==> src/rtl/commit_trace_tx.sv <==
// commit_trace_tx: packs per-cycle commit events into trace records, queues them and sends them over valid/ready
// Ports:
//   clk, rst                        clock, asynchronous active-high reset
//   reg_wr, wr_reg, wr_data         WB register-file write tap
//   mem_rd, mem_wr, mem_addr,
//   mem_wdata, mem_rdata            completed memory-stage access tap
//   halt                            halt reached memory stage
//   icache_*/dcache_* req/hit       cache statistic strobes
//   trace_valid, trace_ready,
//   trace_rec                       record link {halt,mem_wr,mem_rd,reg_wr,wr_reg,wr_data,mem_addr,mdata}
//   trace_stall, overflow, done     flow status
//   cycle_cnt .. dc_hit_cnt         statistics counters
module commit_trace_tx #(
   parameter int DEPTH = 8,
   parameter int CNT_W = 32
) (
   input  logic             clk,
   input  logic             rst,
   input  logic             reg_wr,
   input  logic [2:0]       wr_reg,
   input  logic [15:0]      wr_data,
   input  logic             mem_rd,
   input  logic             mem_wr,
   input  logic [15:0]      mem_addr,
   input  logic [15:0]      mem_wdata,
   input  logic [15:0]      mem_rdata,
   input  logic             halt,
   input  logic             icache_req,
   input  logic             icache_hit,
   input  logic             dcache_req,
   input  logic             dcache_hit,
   output logic             trace_valid,
   input  logic             trace_ready,
   output logic [54:0]      trace_rec,
   output logic             trace_stall,
   output logic             overflow,
   output logic             done,
   output logic [CNT_W-1:0] cycle_cnt,
   output logic [CNT_W-1:0] inst_cnt,
   output logic [CNT_W-1:0] ic_req_cnt,
   output logic [CNT_W-1:0] ic_hit_cnt,
   output logic [CNT_W-1:0] dc_req_cnt,
   output logic [CNT_W-1:0] dc_hit_cnt
);
   localparam int AW = $clog2(DEPTH);
   typedef enum logic [1:0] {RUN, DRAIN, FIN} state_t;
   state_t state, state_nx;
   logic [54:0] mem [DEPTH];
   logic [AW-1:0] wr_ptr, rd_ptr;
   logic [AW:0] count, count_nx;
   logic ev, pop, full, push, drop, run;
   logic [54:0] rec;
   logic [15:0] mdata;
   always_comb begin
      run = state == RUN;
      ev = run && (reg_wr | mem_rd | mem_wr | halt);
      pop = trace_valid & trace_ready;
      full = count == (AW+1)'(DEPTH);
      // a simultaneous pop frees the slot, so a full FIFO still accepts
      push = ev & (~full | pop);
      drop = ev & full & ~pop;
      count_nx = count + (AW+1)'(push) - (AW+1)'(pop);
      mdata = mem_wr ? mem_wdata : mem_rd ? mem_rdata : 16'd0;
      rec = {halt, mem_wr, mem_rd, reg_wr,
             reg_wr ? wr_reg : 3'd0,
             reg_wr ? wr_data : 16'd0,
             (mem_rd | mem_wr) ? mem_addr : 16'd0,
             mdata};
      state_nx = (run && ev && halt) ? DRAIN :
                 (state == DRAIN && count == '0) ? FIN : state;
   end
   assign trace_valid = state != FIN && count != '0;
   assign trace_rec = trace_valid ? mem[rd_ptr] : '0;
   assign done = state == FIN;
   always_ff @(posedge clk)
      if (push) mem[wr_ptr] <= rec;
   always_ff @(posedge clk or posedge rst) begin
      if (rst) begin
         state <= RUN;
         wr_ptr <= '0;
         rd_ptr <= '0;
         count <= '0;
         trace_stall <= 1'b0;
         overflow <= 1'b0;
         cycle_cnt <= '0;
         inst_cnt <= '0;
         ic_req_cnt <= '0;
         ic_hit_cnt <= '0;
         dc_req_cnt <= '0;
         dc_hit_cnt <= '0;
      end else begin
         state <= state_nx;
         if (push) wr_ptr <= wr_ptr + AW'(1);
         if (pop) rd_ptr <= rd_ptr + AW'(1);
         count <= count_nx;
         trace_stall <= count_nx >= (AW+1)'(DEPTH-1);
         overflow <= overflow | drop;
         if (run) begin
            cycle_cnt <= cycle_cnt + CNT_W'(1);
            inst_cnt <= inst_cnt + CNT_W'(reg_wr | mem_wr | halt);
            ic_req_cnt <= ic_req_cnt + CNT_W'(icache_req);
            ic_hit_cnt <= ic_hit_cnt + CNT_W'(icache_hit);
            dc_req_cnt <= dc_req_cnt + CNT_W'(dcache_req);
            dc_hit_cnt <= dc_hit_cnt + CNT_W'(dcache_hit);
         end
      end
   end
endmodule

==> config.mk <==
export PLATFORM = sky130hd
export DESIGN_NAME = commit_trace_tx
export DESIGN_NICKNAME = d
export VERILOG_FILES = /design/src/rtl/commit_trace_tx.sv
export SDC_FILE = /design/constraint.sdc
export NUM_CORES = 1
export LEC_CHECK = 0
export ABC_AREA = 1
export CAP_MARGIN = 30
export CORE_UTILIZATION = 42
export DETAILED_ROUTE_END_ITERATION = 10
export DONT_BUFFER_PORTS = 1
export PLACE_DENSITY_LB_ADDON = 0.2
export SYNTH_ARGS = -nofsm -noshare
export SYNTH_HDL_FRONTEND = slang
export SYNTH_SLANG_ARGS = --single-unit
==> constraint.sdc <==
create_clock -name clk -period 14.4 [get_ports clk]
set_input_delay 2.16 -clock clk [delete_from_list [all_inputs] [get_ports clk]]
set_output_delay 2.16 -clock clk [all_outputs]
set_load 0.1 [all_outputs]
Word level (Yosys, flattened, before mapping). Memory sizes are Yosys's and may differ from the RTL's. Cells that the tools add are included.

Bits in registers: 206. Latch bits: 0. Memory bits (writable): 440. ROM bits: 0. Input bits: 78. Output and inout bits: 251. Logic and storage cells: 61. Memories: 1.

$add $sub $neg: 10. Multipliers: 0. Div/mod/pow operators: 0. Order comparisons: 1. Equal/unequal tests: 4. Shift operators: 0. Muxes and demuxes: 10. Bitwise gates (word level): 14. Reductions and logical operators: 9.

Memories: mem (depth 8, bits a word 55, rd ports 1, clocked after memory_dff 0, write ports 1, line 48) `logic [54:0] mem [DEPTH];`.

Operators with widths (count): 32-bit by 1-bit adder with 32-bit output (5); 16-bit 2-to-1 mux (4); 55-bit 2-to-1 mux (1); 32-bit by 1-bit adder with 32-bit output (second input constant) (1); 1-bit OR (8); 3-bit by 1-bit adder with 3-bit output (second input constant) (2); 1-bit logical AND (5); 4-bit by 1-bit adder with 4-bit output (1); 1-bit AND (4); 4-bit == test (second input constant) (1); 4-bit by 3-bit >= comparator with 1-bit output (second input constant) (1); 4-bit zero test (1); 2-bit 2-to-1 mux (2); 4-bit nonzero test (1); 4-bit by 1-bit subtractor with 4-bit output (1); 3-bit 2-to-1 mux (1); 2-bit by 1-bit == test with 1-bit output (second input constant) (1); 2-bit == test (second input constant) (1); 2-bit zero test (1); 1-bit 2-to-1 mux (2); 2-bit inequality test (second input constant) (1); 1-bit NOT (2); 2-bit nonzero test (1).

Depth between registers and ports, before layout. Gate-level depths: netlist of the first run.

Depth after elaboration: 8. Gate-level depth with buffers: 14. Gate-level depth less buffers: 14.

Least setup slack after synthesis of the first run. OpenSTA, ideal clock, no wires.

Path type: input -> register. From: input mem_rd. To: memory mem[5][0], enable pin. Library setup time: 0.536 ns. Arrival: 6.512 ns. Data required time: 13.864 ns. Setup slack: 7.352 ns. Cell stages on the path: 6. Buffers on the path: 1. Path through: clkbuf_1 > nand3b_1 > nand2_1 > inv_1 > nand2_2 > nor3_1.

Cells in the longest elaborated chain, start to end: 7.

Ends and longest elaborated chain: start, declared (line 22) `input logic mem_rd,`; 1-bit OR (3 in series) (line 56) `ev = run && (reg_wr | mem_rd | mem_wr | halt);`; 1-bit logical AND (line 56); 1-bit AND (line 60) `push = ev & (~full | pop);`; 1-bit 2-to-1 mux (line 76) `if (push) mem[wr_ptr] <= rec;`; 1-bit 2-to-1 mux (implied by the code) (line 76); end, declared (line 48).

Every way passes these cells.

Final worst setup path of the first run.
From: register rd_ptr[0]. To: output trace_rec[2].

Cells in the longest elaborated chain, start to end: 2.

Ends and longest elaborated chain: start, declared (line 49) `logic [AW-1:0] wr_ptr, rd_ptr;`; start signal, assigned (line 94) `if (pop) rd_ptr <= rd_ptr + AW'(1);`; memory 8 x 55 bit; 55-bit 2-to-1 mux (line 73) `assign trace_rec = trace_valid ? mem[rd_ptr] : '0;`; end, declared (line 34) `output logic [54:0] trace_rec,`.

Every way passes these cells.

==> qor.yml, run 1 <==
htreeDepth: 3
grt.busiest_layer: "met2"
layout.cells.non_filler: 3967
clkTransAtPathRegs_ps: 50
crit_buf_inv: 4
pre_cts_ws_ps: 8440
synth_nets: 2971
synth_edf_count: 440
antenna_found_initial: 2
cap_violations: 0
critical_path.top_delay_family: "buffers and inverters"
cp.required_ps: 12240
rsz0062_at_grt: "false"
nets: 3129
rows: 95
num_vias: 20807
max_stage_delay_ps: 770
cp_cell_sequence: "inv_6 -> buf_4 -> buf_4 -> o21ai_0 -> o21ai_0 -> nor2_1 -> nor2_2 -> buf_16"
setup_slack_ps: 7780
areaGrowthSynthToFinish_pct: 24.8
die_h_um: 263
min_path_type: "flip-flop to flip-flop"
n_fill_cell: 5763
hold_viol_final: 0
pin_count: 329
synth-simple-area-share_pct: 19.6
endpoint_kind: "output pin"
hold_buffers: 0
gp_congestion: 0.916
die_w_um: 263
yosys_warnings: 0
period_minus_slack_ps: 6620
cts-root-buf: "clkbuf_16"
insertion_delay_ps: 620
placed_cells: 3793
drtAntennaViolNets: 0
ys_ff_latch: 646
ctsResizeCount: 0
grtUsageMet2_pct: 36.1
crit_type: "flip-flop to output pin"
tightest_slew_ps: 1040
crit_arrival_ps: 4460
synth_top_family_by_area: "simple AND/OR/NAND/NOR gates"
fin_tns_setup_ps: 0
initial_utilization_pct: 42.5
reg2reg_from: "count[2]"
grt_pass1_wl_mm: 117
status: "finished, final reports clean"
fin_util_pct: 53.1
min_to: "wr_ptr[0]"
powerDensity_nw_per_um2: 219
netlist_area_sq_um: 28700
synthCells: 2874
overflow: 0
post_cts_buffers: 0
rr_worst_depth: 10
r2r-end: "mem[4][1]"
synth-compound-area-share_pct: 6.90
slew_viol_final: 0
setup_viol: 0
grt_util_met3_pct: 3.95
ys_types: 33
drtPass1Iterations: 5
ys_seq_area_share_pct: 64.1
worstHoldStart: "wr_ptr[0]"
finalClockSkew_ps: 27.8
clockBufferDepth: 3
vdd.ir_drop.worst_v: 0.000274
synth.avg_cell_area_sq_um: 9.98
synth-xor-area-share_pct: 3.91
routed_wl_mm: 75.4
fmax_mhz: 151
slew_headroom_pct: 30.4
via_per_inst: 5.25
synth_flop_cell: "edfxtp_1"
numPortBuffers: 0
grt_pass1_vias: 20509
die_area_sq_um: 69300
post-route-period-util_pct: 45.9
drive_gt1_share_pct: 12.5
crit_fanout: 81
dr.first_iter.drc_count: 1502
hpwlAfterDp_mm: 46.7
wl_per_cell_um: 19.0
clock-sinks: 646
critPathLaunchType: "flip-flop"
core_sq_um: 67400
numCtsBuffers: 72
grt_usage_pct: 21.6
regToRegSetupSlack_ps: 11000
whs_path_depth: 2
grt_max_degree: 109
synthAdderAreaFrac_pct: 0.855
drc: 0
power_leakage_nw: 14.0
totalPowerFinal_w: 0.00784
ys_async_sr_fraction_pct: 31.9
crit_slowest_cell: "buf_4"
cts_tree: "built"
synth.area.mux_share_pct: 0
grtUsageMet1_pct: 28.1
worst max-delay path by stage:
stage	start	to	cells past startpoint
final	rd_ptr[0]	trace_rec[2]	8
after global routing	rd_ptr[0]	trace_rec[3]	8
after CTS	rd_ptr[0]	trace_rec[3]	8
after detailed placement	rd_ptr[0]	trace_rec[3]	8
after global placement	rd_ptr[0]	trace_rec[3]	7
after floorplan	rst	count[0]	1
flip-flops by register name, indices dropped and copies added (netlist names):
signal	cells
ic_req_cnt	32
overflow	1
wr_ptr	3
dc_req_cnt	32
cycle_cnt	32
state	2
ic_hit_cnt	32
dc_hit_cnt	32
mem	440
count	4
rd_ptr	3
inst_cnt	32
trace_stall	1
area by class of cell:
| type | count | area (sq um) | area share (%) |
|---|---|---|---|
| Antenna cell | 2 | 5.00 | 0.0140 |
| Clock buffer | 90 | 1950 | 5.46 |
| Clock inverter | 44 | 382 | 1.07 |
| Inverter | 207 | 792 | 2.21 |
| Multi-Input combinational cell | 1914 | 9170 | 25.6 |
| Sequential cell | 646 | 18400 | 51.4 |
| Tap cell | 873 | 1090 | 3.05 |
| Timing Repair Buffer | 191 | 4010 | 11.2 |
where the power goes:
group	switching (W)	total, W	internal [W]
logic	0.00250	0.00371	0.00121
registers	0.000252	0.00232	0.00207
clock network	0.000753	0.00181	0.00106
total	0.00350	0.00784	0.00434
Yosys cell counts (2+ instances only):
library cell  number  area, sq um
and2_1             3         18.8
buf_1              6         22.5
buf_2             23          115
buf_4              2         15.0
buf_6             14          158
clkbuf_1          61          229
dfrtp_1          206         5150
edfxtp_1         440        13200
ha_1              18          225
inv_1            203          762
inv_2              4         15.0
nand2_1          484         1820
nand2_2            2         12.5
nand3_1          112          561
nand3b_1          15          113
nand4_1           52          325
nor2_1           643         2410
nor2_2            12         75.1
nor3_1            38          190
nor3_2             3         30.0
nor3b_1            4         30.0
o21ai_0          216         1080
o21ai_1          177          886
xnor2_1           69          604
xor2_1            59          517
worst reg2reg max path, stage by stage (launching register included):
cell and delay (ps):
dfrtp_1 310, inv_1 60, ha_1 190, nand2_1 110
nand3_1 220, nand3_1 190, nand2_2 150, inv_1 130
nand2_1 250, nor2_4 670, buf_4 690
kinds of logic (layout without fill, tap and decap cells):
group	after synthesis	in the layout
xor gates and xnor gates	128	128
DFF	646	646
other	0	2
AOI/OAI and AO/OA	395	395
buffers and inverters	314	532
and+or+nand+nor	1372	1372
adders and majority gates	19	19
per-stage QoR:
stage	hold slack, ps	cell area (sq um)
2_1_floorplan	478	28700
3_3_place_gp	497	29600
3_5_place_dp	512	32600
4_1_cts	525	34900
5_1_grt	547	35800
6_report	517	35800
layer usage:
| metal | vias to the layer above | wire length (um) | share of wire, % |
|---|---|---|---|
| met5 | - | 0 | 0 |
| met4 | 0 | 2540 | 3.4 |
| met3 | 141 | 3820 | 5.1 |
| met2 | 536 | 36800 | 49 |
| met1 | 10219 | 32300 | 43 |
| li1 | 9911 | - | - |
layout by cell type (no fill, tap or decap), types with 66 or more instances in the layout:
| cell type | count |
|---|---|
| nor2_1 | 584 |
| nand2_1 | 484 |
| edfxtp_1 | 440 |
| o21ai_0 | 216 |
| dfrtp_1 | 203 |
| inv_1 | 201 |
| o21ai_1 | 177 |
| buf_16 | 121 |
| nand3_1 | 112 |
| clkbuf_16 | 74 |
| xnor2_1 | 69 |
| nor2_2 | 66 |
Power figures use the tool's default switching activity.
==> run 2, diff against run 1 <==
Clock period 14.4 ns to 6.9 ns, I/O delays scaled along.
==> run 2 against run 1 <==
Effect of this change:
- flip-flop and latch count is the same
- setup slack got worse by 5400 ps
- cell count shrank 0.30%
- combinational power increased by 110%
- sequential share of layout area shrank 0.32 points
- highest routed layer unchanged
- critical endpoint is now trace_rec[36]
- largest power group unchanged
- sequential power increased by 110%
- hold slack got worse by 220 ps
- first-iteration DRC count increased by 4.4%
- via count shrank 0.49%
- register-to-register slack worse by 7600 ps
- non-clock buffer count shrank 1
- clock power grew 120%
==> qor.yml, run 2 (same netlist as run 1, synthesis figures left out) <==
period_minus_slack_ps: 4540
cts_tree: "built"
htreeDepth: 3  # unchanged
slew_headroom_pct: 30.3  # -0.084 points
rows: 95  # unchanged
min_path_type: "input port to asynchronous set/reset pin"
final_common_cell: "nor2_1"
pin_count: 329  # unchanged
switchingPower_w: 0.00724  # +110%
cts-root-buf: "clkbuf_16"
clkTransAtPathRegs_ps: 60  # about the same
dr.first_iter.drc_count: 1568  # +4.4%
numPortBuffers: 0  # unchanged
antennaDiodeCount: 0  # -2
grt_usage_pct: 21.5  # -0.077 points
endpoint_kind: "output pin"
totalPowerFinal_w: 0.0164  # +110%
ctsResizeCount: 0  # unchanged
tightest_slew_ps: 1050  # +1.27 ps
dpl_cell_area_sq_um: 32600  # about the same
status: "finished, final reports clean"
switching_share_pct: 44.1  # -0.54 points
antenna_found_initial: 0  # -2
max_stage_delay_ps: 770  # about the same
crit_type: "flip-flop to output pin"
drtAntennaViolNets: 0  # unchanged
p_clk_share_pct: 23.8  # +0.7 points
hold_viol_final: 0  # unchanged
overflow: 0  # unchanged
fmax_mhz: 220
p_int_w: 0.00919  # +110%
power_frac_comb_pct: 47.1  # -0.2 points
vdd.ir_drop.worst_v: 0.000685  # +150%
die_w_um: 263  # unchanged
post_cts_buffers: 0  # unchanged
crit_fanout: 56  # -31%
drive_gt1_share_pct: 12.3  # -0.25 points
crit_arrival_ps: 3500  # -960 ps
power_leakage_nw: 14.0  # +0.35%
rsz0062_at_grt: "false"
die_area_sq_um: 69300  # unchanged
die_h_um: 263  # unchanged
nets: 3127  # -0.064%
clock-sinks: 646  # unchanged
largest_reg_flops: 440  # unchanged
wl_per_cell_um: 19.0  # -0.21%
grt_pass1_vias: 20511  # +0.0098%
p_seq_share_pct: 29.1  # -0.5 points
drtPass1Iterations: 5  # unchanged
powerDensity_nw_per_um2: 456  # +110%
drc: 0  # unchanged
slew_viol_final: 0  # unchanged
stdcell_area_sq_um: 36000  # +0.63%
final_cell_mix: "nor2_1 (584), nand2_1 (484), edfxtp_1 (440)"
numCtsBuffers: 71  # -1.4%
gp_congestion: 0.924  # +0.84%
grt_pass1_wl_mm: 117  # +0.14%
register_area_sq_um: 18400  # unchanged
cp.required_ps: 5860  # -6380 ps
multi_input_area_sq_um: 9170  # unchanged
routed_wl_mm: 75.0  # -0.52%
cp_cell_sequence: "buf_4 -> clkinv_2 -> buf_4 -> o21ai_1 -> nor2_2 -> buf_8"
path_common_cell: "buf_4"
grt_max_degree: 223  # +100%
cap_violations: 0  # unchanged
n_fill_cell: 5699  # -1.1%
num_vias: 20706  # -0.49%
hold_buffers: 0  # unchanged
insertion_delay_ps: 610  # about the same
core_sq_um: 67400  # unchanged
areaGrowthSynthToFinish_pct: 25.6
largest-register: "mem"
hpwlAfterDp_mm: 46.1  # -1.3%
placed_cells: 3790  # -0.079%
fin_util_pct: 53.4  # +0.33 points
fin_tns_setup_ps: 0  # unchanged
crit_slowest_cell: "clkinv_2"
initial_utilization_pct: 42.5  # unchanged
layout.cells.non_filler: 3955  # -0.30%
finalClockSkew_ps: 24.4  # -3.35 ps
setup_viol: 0  # unchanged
via_per_inst: 5.24  # -0.18%
clockBufferDepth: 3  # unchanged
critPathLaunchType: "flip-flop"
post-route-period-util_pct: 65.7
-- run 2: cell count changes in the layout (fill, tap and decap cells not counted), moves of 2 or more --
cell / previous run / this run
clkinv_2: 21 / 9
clkbuf_1: 13 / 18
buf_6: 22 / 17
buf_8: 13 / 16
buf_16: 121 / 126
clkinv_1: 13 / 7
diode_2: 2 / 0
bufinv_16: 5 / 10
buf_12: 0 / 5
buf_4: 28 / 20
-- run 2: worst max-delay path, delay by kind of cell (launching register included) --
family / cells / cell delay (ps)
AO/OA/AOI/OAI: 1 / 290
buffers and inverters: 4 / 2170
flip-flops: 1 / 330
AND/OR/NAND/NOR: 1 / 70
-- run 2: power groups by stage --
| stage | logic [W] | clock network [W] | registers [W] |
|---|---|---|---|
| 4_1_cts | 0.00759 | 0.00401 | 0.00488 |
| 3_3_place_gp | 0.00547 | 0 | 0.00512 |
| 2_1_floorplan | 0.00463 | 0 | 0.00503 |
| 5_1_grt | 0.00817 | 0.00415 | 0.00480 |
| 6_report | 0.00774 | 0.00392 | 0.00478 |
| 3_5_place_dp | 0.00756 | 0 | 0.00496 |
-- run 2: stage by stage --
step / setup slack [ps] / hold slack [ps]
2_1_floorplan: 241 / 478
3_3_place_gp: 2690 / 505
3_5_place_dp: 2940 / 516
4_1_cts: 2280 / 273
5_1_grt: 2180 / 297
6_report: 2360 / 300
-- run 2: layer usage --
metal	GRT usage, %	wire length [um]	vias to the layer above
met1	28.4	32500	10112
met3	4.25	3820	137
met4	7.18	2230	0
met2	35.6	36500	544
met5	0	0	-
li1	-	-	9913
-- run 2: path summary, 6_finish.rpt --
| kind | startpoint | to | slack [ps] | cells past startpoint |
|---|---|---|---|---|
| max in group asynchronous | rst | cycle_cnt[17] | 5380 | 2 |
| hold / removal | rst | dc_req_cnt[0] | 300 | 1 |
| setup reg to reg | count[2] | mem[4][45] | 3440 | 10 |
| setup / recovery | rd_ptr[2] | trace_rec[36] | 2360 | 6 |
| min in group clk | wr_ptr[0] | wr_ptr[0] | 530 | 2 |
| hold reg to reg | wr_ptr[0] | wr_ptr[0] | 530 | 2 |
-- run 2: layout make-up --
cell class | instances | area share [%]
flip-flops and latches | 646 | 51.0
multi-input cells | 1914 | 25.5
repair buffers | 190 | 11.6
clock buffers | 95 | 5.47
well taps | 873 | 3.03
inverters | 207 | 2.20
clock inverters | 30 | 1.20
